[config.mk]
export PLATFORM = sky130hd
export DESIGN_NAME = argmax_stream
export DESIGN_NICKNAME = d
export VERILOG_FILES = /design/src/rtl/argmax_pkg.sv /design/src/rtl/argmax_lane_reduce.sv /design/src/rtl/argmax_stream.sv
export SDC_FILE = /design/constraint.sdc
export NUM_CORES = 1
export LEC_CHECK = 0
export BUFFER_PORTS_ARGS = -buffer_cell sky130_fd_sc_hd__buf_2
export CAP_MARGIN = 5
export CORE_UTILIZATION = 35
export CTS_BUF_LIST = sky130_fd_sc_hd__clkbuf_16
export DETAILED_ROUTE_END_ITERATION = 7
export HOLD_SLACK_MARGIN = 0.02
export PLACE_DENSITY_LB_ADDON = 0.25
export SLEW_MARGIN = 10
export SYNTH_ARGS = -nofsm -noshare
export SYNTH_HDL_FRONTEND = slang
export SYNTH_SLANG_ARGS = --single-unit
[constraint.sdc]
create_clock -name i_clk -period 12.73 [get_ports i_clk]
set_clock_uncertainty 0.2 [all_clocks]
set_input_delay 1.273 -clock i_clk [delete_from_list [all_inputs] [get_ports i_clk]]
set_output_delay 1.273 -clock i_clk [all_outputs]
set_load 0.005 [all_outputs]
[src/rtl/argmax_pkg.sv]
`default_nettype none
// ============================================================================
// Module   : argmax_pkg
// Purpose  : Shared definitions for the streaming argmax block: the clog2
//            helper used to size the index and scan pointer, the state
//            encoding and the compare-mode selectors.
// Ports    : none (package)
// Revision : 1.0 - initial release
// ============================================================================
package argmax_pkg;

  // Ceiling log2; returns 0 for value <= 1.
  function automatic int clog2(input int value);
    int result;
    int v;
    result = 0;
    v      = value - 1;
    while (v > 0) begin
      result = result + 1;
      v      = v >> 1;
    end
    return result;
  endfunction

  // Index width never drops below one bit, even for a single-element vector.
  function automatic int idx_width(input int num_input);
    return (clog2(num_input) < 1) ? 1 : clog2(num_input);
  endfunction

  localparam logic [1:0] ST_IDLE = 2'd0;
  localparam logic [1:0] ST_SCAN = 2'd1;
  localparam logic [1:0] ST_DONE = 2'd2;

  typedef enum logic [1:0] {
    S_IDLE = ST_IDLE,
    S_SCAN = ST_SCAN,
    S_DONE = ST_DONE
  } state_e;

  localparam int CMP_UNSIGNED = 0;
  localparam int CMP_SIGNED   = 1;

endpackage : argmax_pkg
`default_nettype wire

[src/rtl/argmax_lane_reduce.sv]
`default_nettype none
// ============================================================================
// Module   : argmax_lane_reduce
// Purpose  : Combinational reduction of LANES candidates against the running
//            maximum. A candidate replaces the current best only when it is
//            strictly greater, so ties keep the earlier (lower) index.
// Ports    : i_cand_value/i_cand_index/i_cand_valid - per-lane candidates
//            i_max_value/i_max_index                - incoming running max
//            o_max_value/o_max_index                - winner after this step
// Revision : 1.0 - initial release
// ============================================================================
module argmax_lane_reduce
  import argmax_pkg::*;
#(
  parameter int LANES       = 2,
  parameter int INPUT_WIDTH = 16,
  parameter int IDX_WIDTH   = 4,
  parameter int SIGNED      = 1
) (
  input  logic [LANES-1:0][INPUT_WIDTH-1:0] i_cand_value,
  input  logic [LANES-1:0][IDX_WIDTH-1:0]   i_cand_index,
  input  logic [LANES-1:0]                  i_cand_valid,
  input  logic [INPUT_WIDTH-1:0]            i_max_value,
  input  logic [IDX_WIDTH-1:0]              i_max_index,
  output logic [INPUT_WIDTH-1:0]            o_max_value,
  output logic [IDX_WIDTH-1:0]              o_max_index
);

  function automatic logic is_greater(input logic [INPUT_WIDTH-1:0] a,
                                      input logic [INPUT_WIDTH-1:0] b);
    if (SIGNED == CMP_SIGNED) begin
      return $signed(a) > $signed(b);
    end
    return a > b;
  endfunction

  logic [INPUT_WIDTH-1:0] best_value;
  logic [IDX_WIDTH-1:0]   best_index;

  // Lanes carry ascending indices, all above the running max index, so a
  // sequential strictly-greater chain yields first-occurrence semantics.
  always_comb begin
    best_value = i_max_value;
    best_index = i_max_index;
    for (int k = 0; k < LANES; k++) begin
      if (i_cand_valid[k] && is_greater(i_cand_value[k], best_value)) begin
        best_value = i_cand_value[k];
        best_index = i_cand_index[k];
      end
    end
  end

  assign o_max_value = best_value;
  assign o_max_index = best_index;

endmodule : argmax_lane_reduce
`default_nettype wire

[src/rtl/argmax_stream.sv]
`default_nettype none
// ============================================================================
// Module   : argmax_stream
// Purpose  : Streaming argmax. Latches a packed vector of NUM_INPUT scores,
//            scans LANES elements per cycle and presents the index and value
//            of the largest element with a ready/valid result handshake.
// Ports    : i_clk, i_rst (async, active-high)
//            i_data/i_valid/o_ready   - input vector handshake
//            o_index/o_value/o_valid  - result, held until i_ready
//            i_ready                  - downstream accepts result
// Revision : 1.0 - initial release
// ============================================================================
module argmax_stream
  import argmax_pkg::*;
#(
  parameter int NUM_INPUT   = 10,
  parameter int INPUT_WIDTH = 16,
  parameter int LANES       = 2,
  parameter int SIGNED      = 1,
  parameter int IDX_WIDTH   = idx_width(NUM_INPUT)
) (
  input  logic                             i_clk,
  input  logic                             i_rst,
  input  logic [NUM_INPUT*INPUT_WIDTH-1:0] i_data,
  input  logic                             i_valid,
  output logic                             o_ready,
  output logic [IDX_WIDTH-1:0]             o_index,
  output logic [INPUT_WIDTH-1:0]           o_value,
  output logic                             o_valid,
  input  logic                             i_ready
);

  localparam int W = INPUT_WIDTH;
  // Pointer must hold ptr+LANES without wrapping for the end-of-scan test.
  localparam int PTR_WIDTH = clog2(NUM_INPUT + LANES + 1);

  state_e                   state_q, state_d;
  logic [NUM_INPUT*W-1:0]   data_q, data_d;
  logic [PTR_WIDTH-1:0]     ptr_q, ptr_d;
  logic [W-1:0]             run_value_q, run_value_d;
  logic [IDX_WIDTH-1:0]     run_index_q, run_index_d;
  logic [W-1:0]             value_q, value_d;
  logic [IDX_WIDTH-1:0]     index_q, index_d;

  logic [LANES-1:0][PTR_WIDTH-1:0] lane_pos;
  logic [LANES-1:0][W-1:0]         cand_value;
  logic [LANES-1:0][IDX_WIDTH-1:0] cand_index;
  logic [LANES-1:0]                cand_valid;
  logic [W-1:0]                    red_value;
  logic [IDX_WIDTH-1:0]            red_index;
  logic                            scan_last;

  // Lane k looks at element ptr+k; positions past the vector end are masked.
  always_comb begin
    lane_pos   = '0;
    cand_value = '0;
    cand_index = '0;
    cand_valid = '0;
    for (int k = 0; k < LANES; k++) begin
      lane_pos[k]   = ptr_q + PTR_WIDTH'(k);
      cand_valid[k] = (lane_pos[k] < PTR_WIDTH'(NUM_INPUT));
      cand_index[k] = IDX_WIDTH'(lane_pos[k]);
      for (int j = 0; j < NUM_INPUT; j++) begin
        if (lane_pos[k] == PTR_WIDTH'(j)) begin
          cand_value[k] = data_q[j*W +: W];
        end
      end
    end
  end

  argmax_lane_reduce #(
    .LANES       (LANES),
    .INPUT_WIDTH (W),
    .IDX_WIDTH   (IDX_WIDTH),
    .SIGNED      (SIGNED)
  ) u_reduce (
    .i_cand_value (cand_value),
    .i_cand_index (cand_index),
    .i_cand_valid (cand_valid),
    .i_max_value  (run_value_q),
    .i_max_index  (run_index_q),
    .o_max_value  (red_value),
    .o_max_index  (red_index)
  );

  assign scan_last = ((ptr_q + PTR_WIDTH'(LANES)) >= PTR_WIDTH'(NUM_INPUT));

  always_comb begin
    state_d     = state_q;
    data_d      = data_q;
    ptr_d       = ptr_q;
    run_value_d = run_value_q;
    run_index_d = run_index_q;
    value_d     = value_q;
    index_d     = index_q;
    case (state_q)
      S_IDLE: begin
        if (i_valid) begin
          data_d      = i_data;
          run_value_d = i_data[W-1:0];
          run_index_d = '0;
          ptr_d       = PTR_WIDTH'(1);
          if (NUM_INPUT == 1) begin
            // Nothing to scan: element 0 is the answer immediately.
            value_d = i_data[W-1:0];
            index_d = '0;
            state_d = S_DONE;
          end else begin
            state_d = S_SCAN;
          end
        end
      end
      S_SCAN: begin
        run_value_d = red_value;
        run_index_d = red_index;
        ptr_d       = ptr_q + PTR_WIDTH'(LANES);
        if (scan_last) begin
          value_d = red_value;
          index_d = red_index;
          state_d = S_DONE;
        end
      end
      S_DONE: begin
        if (i_ready) begin
          state_d = S_IDLE;
        end
      end
      default: state_d = S_IDLE;
    endcase
  end

  always_ff @(posedge i_clk or posedge i_rst) begin
    if (i_rst) begin
      state_q     <= S_IDLE;
      data_q      <= '0;
      ptr_q       <= '0;
      run_value_q <= '0;
      run_index_q <= '0;
      value_q     <= '0;
      index_q     <= '0;
    end else begin
      state_q     <= state_d;
      data_q      <= data_d;
      ptr_q       <= ptr_d;
      run_value_q <= run_value_d;
      run_index_q <= run_index_d;
      value_q     <= value_d;
      index_q     <= index_d;
    end
  end

  // All outputs decode registered state only.
  assign o_ready = (state_q == S_IDLE);
  assign o_valid = (state_q == S_DONE);
  assign o_index = index_q;
  assign o_value = value_q;

endmodule : argmax_stream
`default_nettype wire
## Word level (Yosys, flattened, before mapping)

Cells that the tools add are included.

- Add/subtract/negate cells: 2
- Magnitude comparators: 5
- Eq/ne operators: 23
- Mux-type cells: 34
- Reduce and logical (&&, ||, !) cells: 10

Operators by type and width:

| cell | number |
|---|---|
| $mux 16 | 23 |
| $eq 4x3->1 const B | 8 |
| $gt 16x16->1 | 2 |
| $pmux 16 s2 | 1 |
| $eq 4x2->1 const B | 4 |
| $eq 4x4->1 const B | 4 |
| $mux 4 | 4 |
| $pmux 4 s2 | 2 |
| $eq 4x1->1 const B | 2 |
| $logic_not 4->1 | 2 |
| $lt 4x4->1 const B | 2 |
| $mux 2 | 3 |
| $pmux 2 s3 | 1 |
| $reduce_and 2->1 | 3 |
| $add 4x1->4 const B | 1 |
| $add 4x2->4 const B | 1 |
| $ge 4x4->1 const B | 1 |
| $ne 2x2->1 const B | 2 |
| $reduce_and 3->1 | 1 |
| $eq 2x1->1 const B | 1 |
| $eq 2x2->1 const B | 1 |
| $logic_and 1x1->1 | 2 |
| $logic_not 2->1 | 1 |
| $ne 2x1->1 const B | 1 |
| $reduce_bool 2->1 | 1 |

- Register bits after elaboration: 206
- Input bits: 164
- Output and inout port bits: 22
- Word-level logic and storage cells: 81

## Depth between registers and ports, before layout

- Depth in word-level cells: 18
- Gate-level depth with buffers: 28
- Mapped depth without buffers: 22

## Cells and area by module

Synthesis repeated with hierarchy kept, for this count alone.

- Cells, all modules: 1603
- Area total of the unflattened synthesis: 12583.3 um^2

Modules (own cells, without submodules):

| module | instances | cells an instance | area each (um^2) | seq. area each (um^2) |
|---|---|---|---|---|
| argmax_stream | 1 | 1384 | 10915.5 | 5154.9 |
| argmax_lane_reduce | 1 | 219 | 1667.8 | 0.0 |

## Worst setup path after synthesis

OpenSTA, ideal clock, no wires.

- Path kind: flip-flop to flip-flop
- Start point: register ptr_q[0]
- End point: register run_value_q[15]
- Setup time: 0.137 ns
- Arrival time: 5.270 ns
- Required time: 12.393 ns
- Path slack: 7.123 ns
- Stages on the path, launching flop included: 26
- Buffers on the path: 5
- Clock period less this slack: 5.607 ns
- Cell sequence: dfrtp_1 inv_1 ha_1 clkinv_1 or3_1 clkbuf_1 o221ai_1 o32ai_1 ha_1 or3b_2 o221ai_1 a21o_1 a31o_2 buf_2 buf_2 mux2i_1 ha_1 nand3_1 a21oi_1 o41ai_1 a211o_1 buf_2 clkbuf_1 nor2_1 a21oi_1 o211ai_1

- Longest elaborated chain between the ends: 18
- Elaborated cells between the ends (all ways): 50
- Classes of those cells: add/sub (1); order compare (4); eq/ne (18); mux (23); reduce/logical (4)

Ends and longest elaborated chain:

| what | RTL line | source |
|---|---|---|
| start: declaration | argmax_stream.sv:39 | `logic [PTR_WIDTH-1:0] ptr_q, ptr_d;` |
| start signal: assignment | argmax_stream.sv:144 | `ptr_q <= ptr_d;` |
| $logic_not 4->1 | argmax_stream.sv:64 | `if (lane_pos[k] == PTR_WIDTH'(j)) begin` |
| $mux 16 (10 in a row) | argmax_stream.sv:64 |  |
| $gt 16x16->1 | argmax_lane_reduce.sv:32 | `return $signed(a) > $signed(b);` |
| $logic_and 1x1->1 | argmax_lane_reduce.sv:46 | `if (i_cand_valid[k] && is_greater(i_cand_value[k], best_value)) begin` |
| $mux 16 | argmax_lane_reduce.sv:46 |  |
| $gt 16x16->1 | argmax_lane_reduce.sv:32 |  |
| $logic_and 1x1->1 | argmax_lane_reduce.sv:46 |  |
| $mux 16 (*) | argmax_lane_reduce.sv:46 |  |
| $pmux 16 s2 (*) | argmax_stream.sv:96 | `case (state_q)` |
| end signal: assignment | argmax_stream.sv:145 | `run_value_q <= run_value_d;` |
| end: declaration | argmax_stream.sv:40 | `logic [W-1:0] run_value_q, run_value_d;` |

Mark *: on every way between the ends. The rest lies on a longest branch, timed or not.
A chain may end at the register's enable or synchronous reset.

## Final worst setup path

- Start point: register ptr_q[0]
- End point: register value_q[2] (netlist: o_value[2])

- Longest elaborated chain between the ends: 17
- Elaborated cells between the ends (all ways): 52
- Classes of those cells: add/sub (2); order compare (5); eq/ne (18); mux (22); reduce/logical (5)

Ends and longest elaborated chain:

| what | RTL line | source |
|---|---|---|
| $logic_not 4->1 | argmax_stream.sv:64 |  |
| $mux 16 (10 in a row) | argmax_stream.sv:64 |  |
| $gt 16x16->1 | argmax_lane_reduce.sv:32 |  |
| $logic_and 1x1->1 | argmax_lane_reduce.sv:46 |  |
| $mux 16 | argmax_lane_reduce.sv:46 |  |
| $gt 16x16->1 | argmax_lane_reduce.sv:32 |  |
| $logic_and 1x1->1 | argmax_lane_reduce.sv:46 |  |
| $mux 16 | argmax_lane_reduce.sv:46 |  |
| end signal: assignment | argmax_stream.sv:147 | `value_q <= value_d;` |
| end: declaration | argmax_stream.sv:42 | `logic [W-1:0] value_q, value_d;` |

Several ways; a longest one is shown, not always the timed one.

==> out/metrics.cfg <==
[status]
status=finished clean

[synthesis]
netlist_area_mm2=0.01249
synth_cells=1521
synthSimpleGateAreaFrac_pct=24.65
synth.distinct_cells=78
synthMuxAreaShare_pct=1.713
synthArstFlopShare_pct=100.0
netlist.area_leader.share_pct=41.27
synth_xor_area_share_pct=0.5108
synth_ff_type=dfrtp_1
synth-seq-cells=206
synth_top_family_by_area=simple AND/OR/NAND/NOR gates
synthTopCellsByArea=dfrtp_1 41%, nand2_1 16%, ha_1 3.9%
ys_seq_area_share_pct=41.27
syn_area_per_cell_um2=8.213
synth_top_cell_by_area=dfrtp_1
synth-edff-count=0
synth_compound_area_share_pct=22.65
yosysWarnings=0
syn_nets=1724
synthAdderAreaFrac_pct=3.906

[worst_setup_path]
end_kind=flop
cp_max_fo=34
cp-start-kind=flop
crit_type=reg2reg
cp.required_ns=12.96
crit_arrival_ns=8.55

[timing]
rsz0062_at_grt=no
fin_crit_ns=8.314
finalSetupViolCount=0
max_slew.worst_pin.slew_ns=1.161
post-route-period-util_pct=65.31
clock.fmax_ghz=0.1203
hold_viol_final=0
slew_headroom_pct=22.18
whs_ns=0.2773
setup-tns-final_ns=0
drv_slew=0

[floorplanning]
dieArea_mm2=0.03645
fp.dieH_um=190.9
initial_core_util_pct=35.90
num_io_pins=186
num_rows=68
core_area_mm2=0.03480
die_w_um=190.9

[clocking]
root_buffer=clkbuf_16
cts_setup_buffers=0
cts_buffer_depth=3
htree_levels=1
numCtsBuffers=25
clk-insertion-delay-late_ns=0.54
cts_repair_resize_count=0
clock_sinks=206
cts.clk_slew.worst_paths_ns=0.07
cts_tree=yes
cts_hold_buf=0

[detailed_routing]
drt_iter0_drc=1682
drc_errors=0
via_per_inst=5.882
wire_per_inst_um=22.93
antenna_left=0
first_pass_iters=6
num_vias=12450
routed_wl_um=48530

[global_routing]
gr-total-overflow=0
grt_max_degree=132
antenna_found_initial=0
grt_pass1_vias=12040
grt_pass1_wl_um=73820
grtUsageTotal_pct=26.64

[cells_and_area]
area_delta_synth_final_pct=15.81
utilization_pct=41.57
drive_gt1_share_pct=16.80
final_nets=1848
antenna_cells=0
fillerInstances=3611

[placed_design]
dpl.hpwl_um=35970
io_buffers=185
finalWeightedCongestion=1.000

[run]
maxCapViolCount=0

[min_path]
hp-class=reg2reg

## final timing paths
path,cells after the start,to,slack [ns],from
min in group asynchronous,2,data_q[86]$_DFFE_PP0P_,0.70,i_rst
setup / recovery,20,o_value[2]$_DFFE_PP0P_,4.42,ptr_q[0]$_DFFE_PP0P_
hold / removal,1,o_index[2]$_DFFE_PP0P_,0.28,o_index[2]$_DFFE_PP0P_
hold reg to reg,1,o_index[2]$_DFFE_PP0P_,0.28,o_index[2]$_DFFE_PP0P_
max in group asynchronous,3,data_q[133]$_DFFE_PP0P_,10.07,i_rst
setup reg to reg,20,o_value[2]$_DFFE_PP0P_,4.42,ptr_q[0]$_DFFE_PP0P_
## cell usage after synthesis, types with 18 or more instances
| master | instances |
|---|---|
| nand2_1 | 518 |
| inv_1 | 49 |
| dfrtp_1 | 206 |
| clkbuf_1 | 66 |
| nor2_1 | 74 |
| buf_2 | 28 |
| ha_1 | 39 |
| a221oi_1 | 49 |
| a211oi_1 | 25 |
| o21ai_0 | 59 |
| a21oi_1 | 36 |
| o221ai_1 | 29 |
| nor3_1 | 23 |
| a21o_1 | 19 |
| a22oi_1 | 26 |
| mux2i_1 | 18 |
## stage by stage
stage                     area, um^2  std cells  worst slack, ns
after floorplan                12490       1521            5.633
after global placement         13670       2073            4.702
after detailed placement       13670       2073            4.652
after CTS                      14470       2116            4.608
after global routing           14470       2116            3.997
final                          14470       2116            4.416
## per-layer routing
layer  global-route usage [%]  wire (um)
met5                        0          0
met4                    11.05       2113
met3                    3.929       3894
met2                    39.70      20880
met1                    38.28      21650
## cell usage in the layout (no fill, tap or decap), types with 6 or more instances in the layout
cell       synthesis  layout
a211oi_1          25      25
a21boi_0          10      10
a21o_1            19      19
a21oi_1           36      35
a221o_1            9       9
a221oi_1          49      49
a22o_1             8       8
a22oi_1           26      26
a31oi_1           11      11
a32oi_1           12      12
and2_1            10       9
buf_2             28     185
buf_4              5      17
clkbuf_16          0      25
clkinv_2           0       6
dfrtp_1          206     206
ha_1              39      38
inv_1             49      51
mux2i_1           18      18
nand2_1          518     517
nand2b_1           9       9
nand3_1           13      13
nand3b_1           7       7
nand4_1           11      11
nor2_1            74      74
nor2b_1           13      13
nor3_1            23      22
o211ai_1           9       9
o21a_1             8       8
o21ai_0           59      59
o21ai_1            9       9
o221ai_1          29      29
o22ai_1           13      13
o31ai_1            8       8
o32ai_1            6       6
## flip-flops by register name, indices dropped and copies added, names as in the netlist
name	count
ptr_q	4
data_q	160
state_q	2
run_index_q	4
o_index	4
run_value_q	16
o_value	16
## logic make-up (layout without fill, tap and decap cells)
| group | after synthesis | after routing |
|---|---|---|
| adders and majority gates | 39 | 39 |
| muxes | 21 | 21 |
| DFF | 206 | 206 |
| xor gates and xnor gates | 3 | 3 |
| and+or+nand+nor | 714 | 714 |
| buffers and inverters | 156 | 296 |
| AOI/OAI and AO/OA | 382 | 382 |
## worst max-delay path, stage by stage (launching register included)
cell      delay [ns]
dfrtp_1         0.46
inv_1           0.23
ha_1            0.18
buf_4           0.37
clkinv_1        0.59
o21ai_1         0.81
a211oi_1        0.11
o32ai_1         0.72
ha_1            0.40
a21oi_1         0.15
a21oi_1         0.09
o21ai_0         0.25
a31o_2          0.69
mux2i_1         0.30
ha_1            0.35
nand4_1         0.16
nor4_1          0.34
o41ai_1         0.17
a211oi_2        0.89
nand2_1         0.40
o221ai_1        0.29
## cell type report
type                            count  area, um^2  share of cell area, %
Multi-Input combinational cell   1159        6695                  46.28
Clock buffer                       25       625.6                  4.325
Inverter                           51       198.9                  1.375
Clock inverter                     18       168.9                  1.168
Sequential cell                   206        5155                  35.63
Timing Repair Buffer              202        1054                  7.282
Tap cell                          455       569.3                  3.935
Power is not shown: default switching activity piles up to over one toggle a cycle in this logic, so the estimate is an artifact.
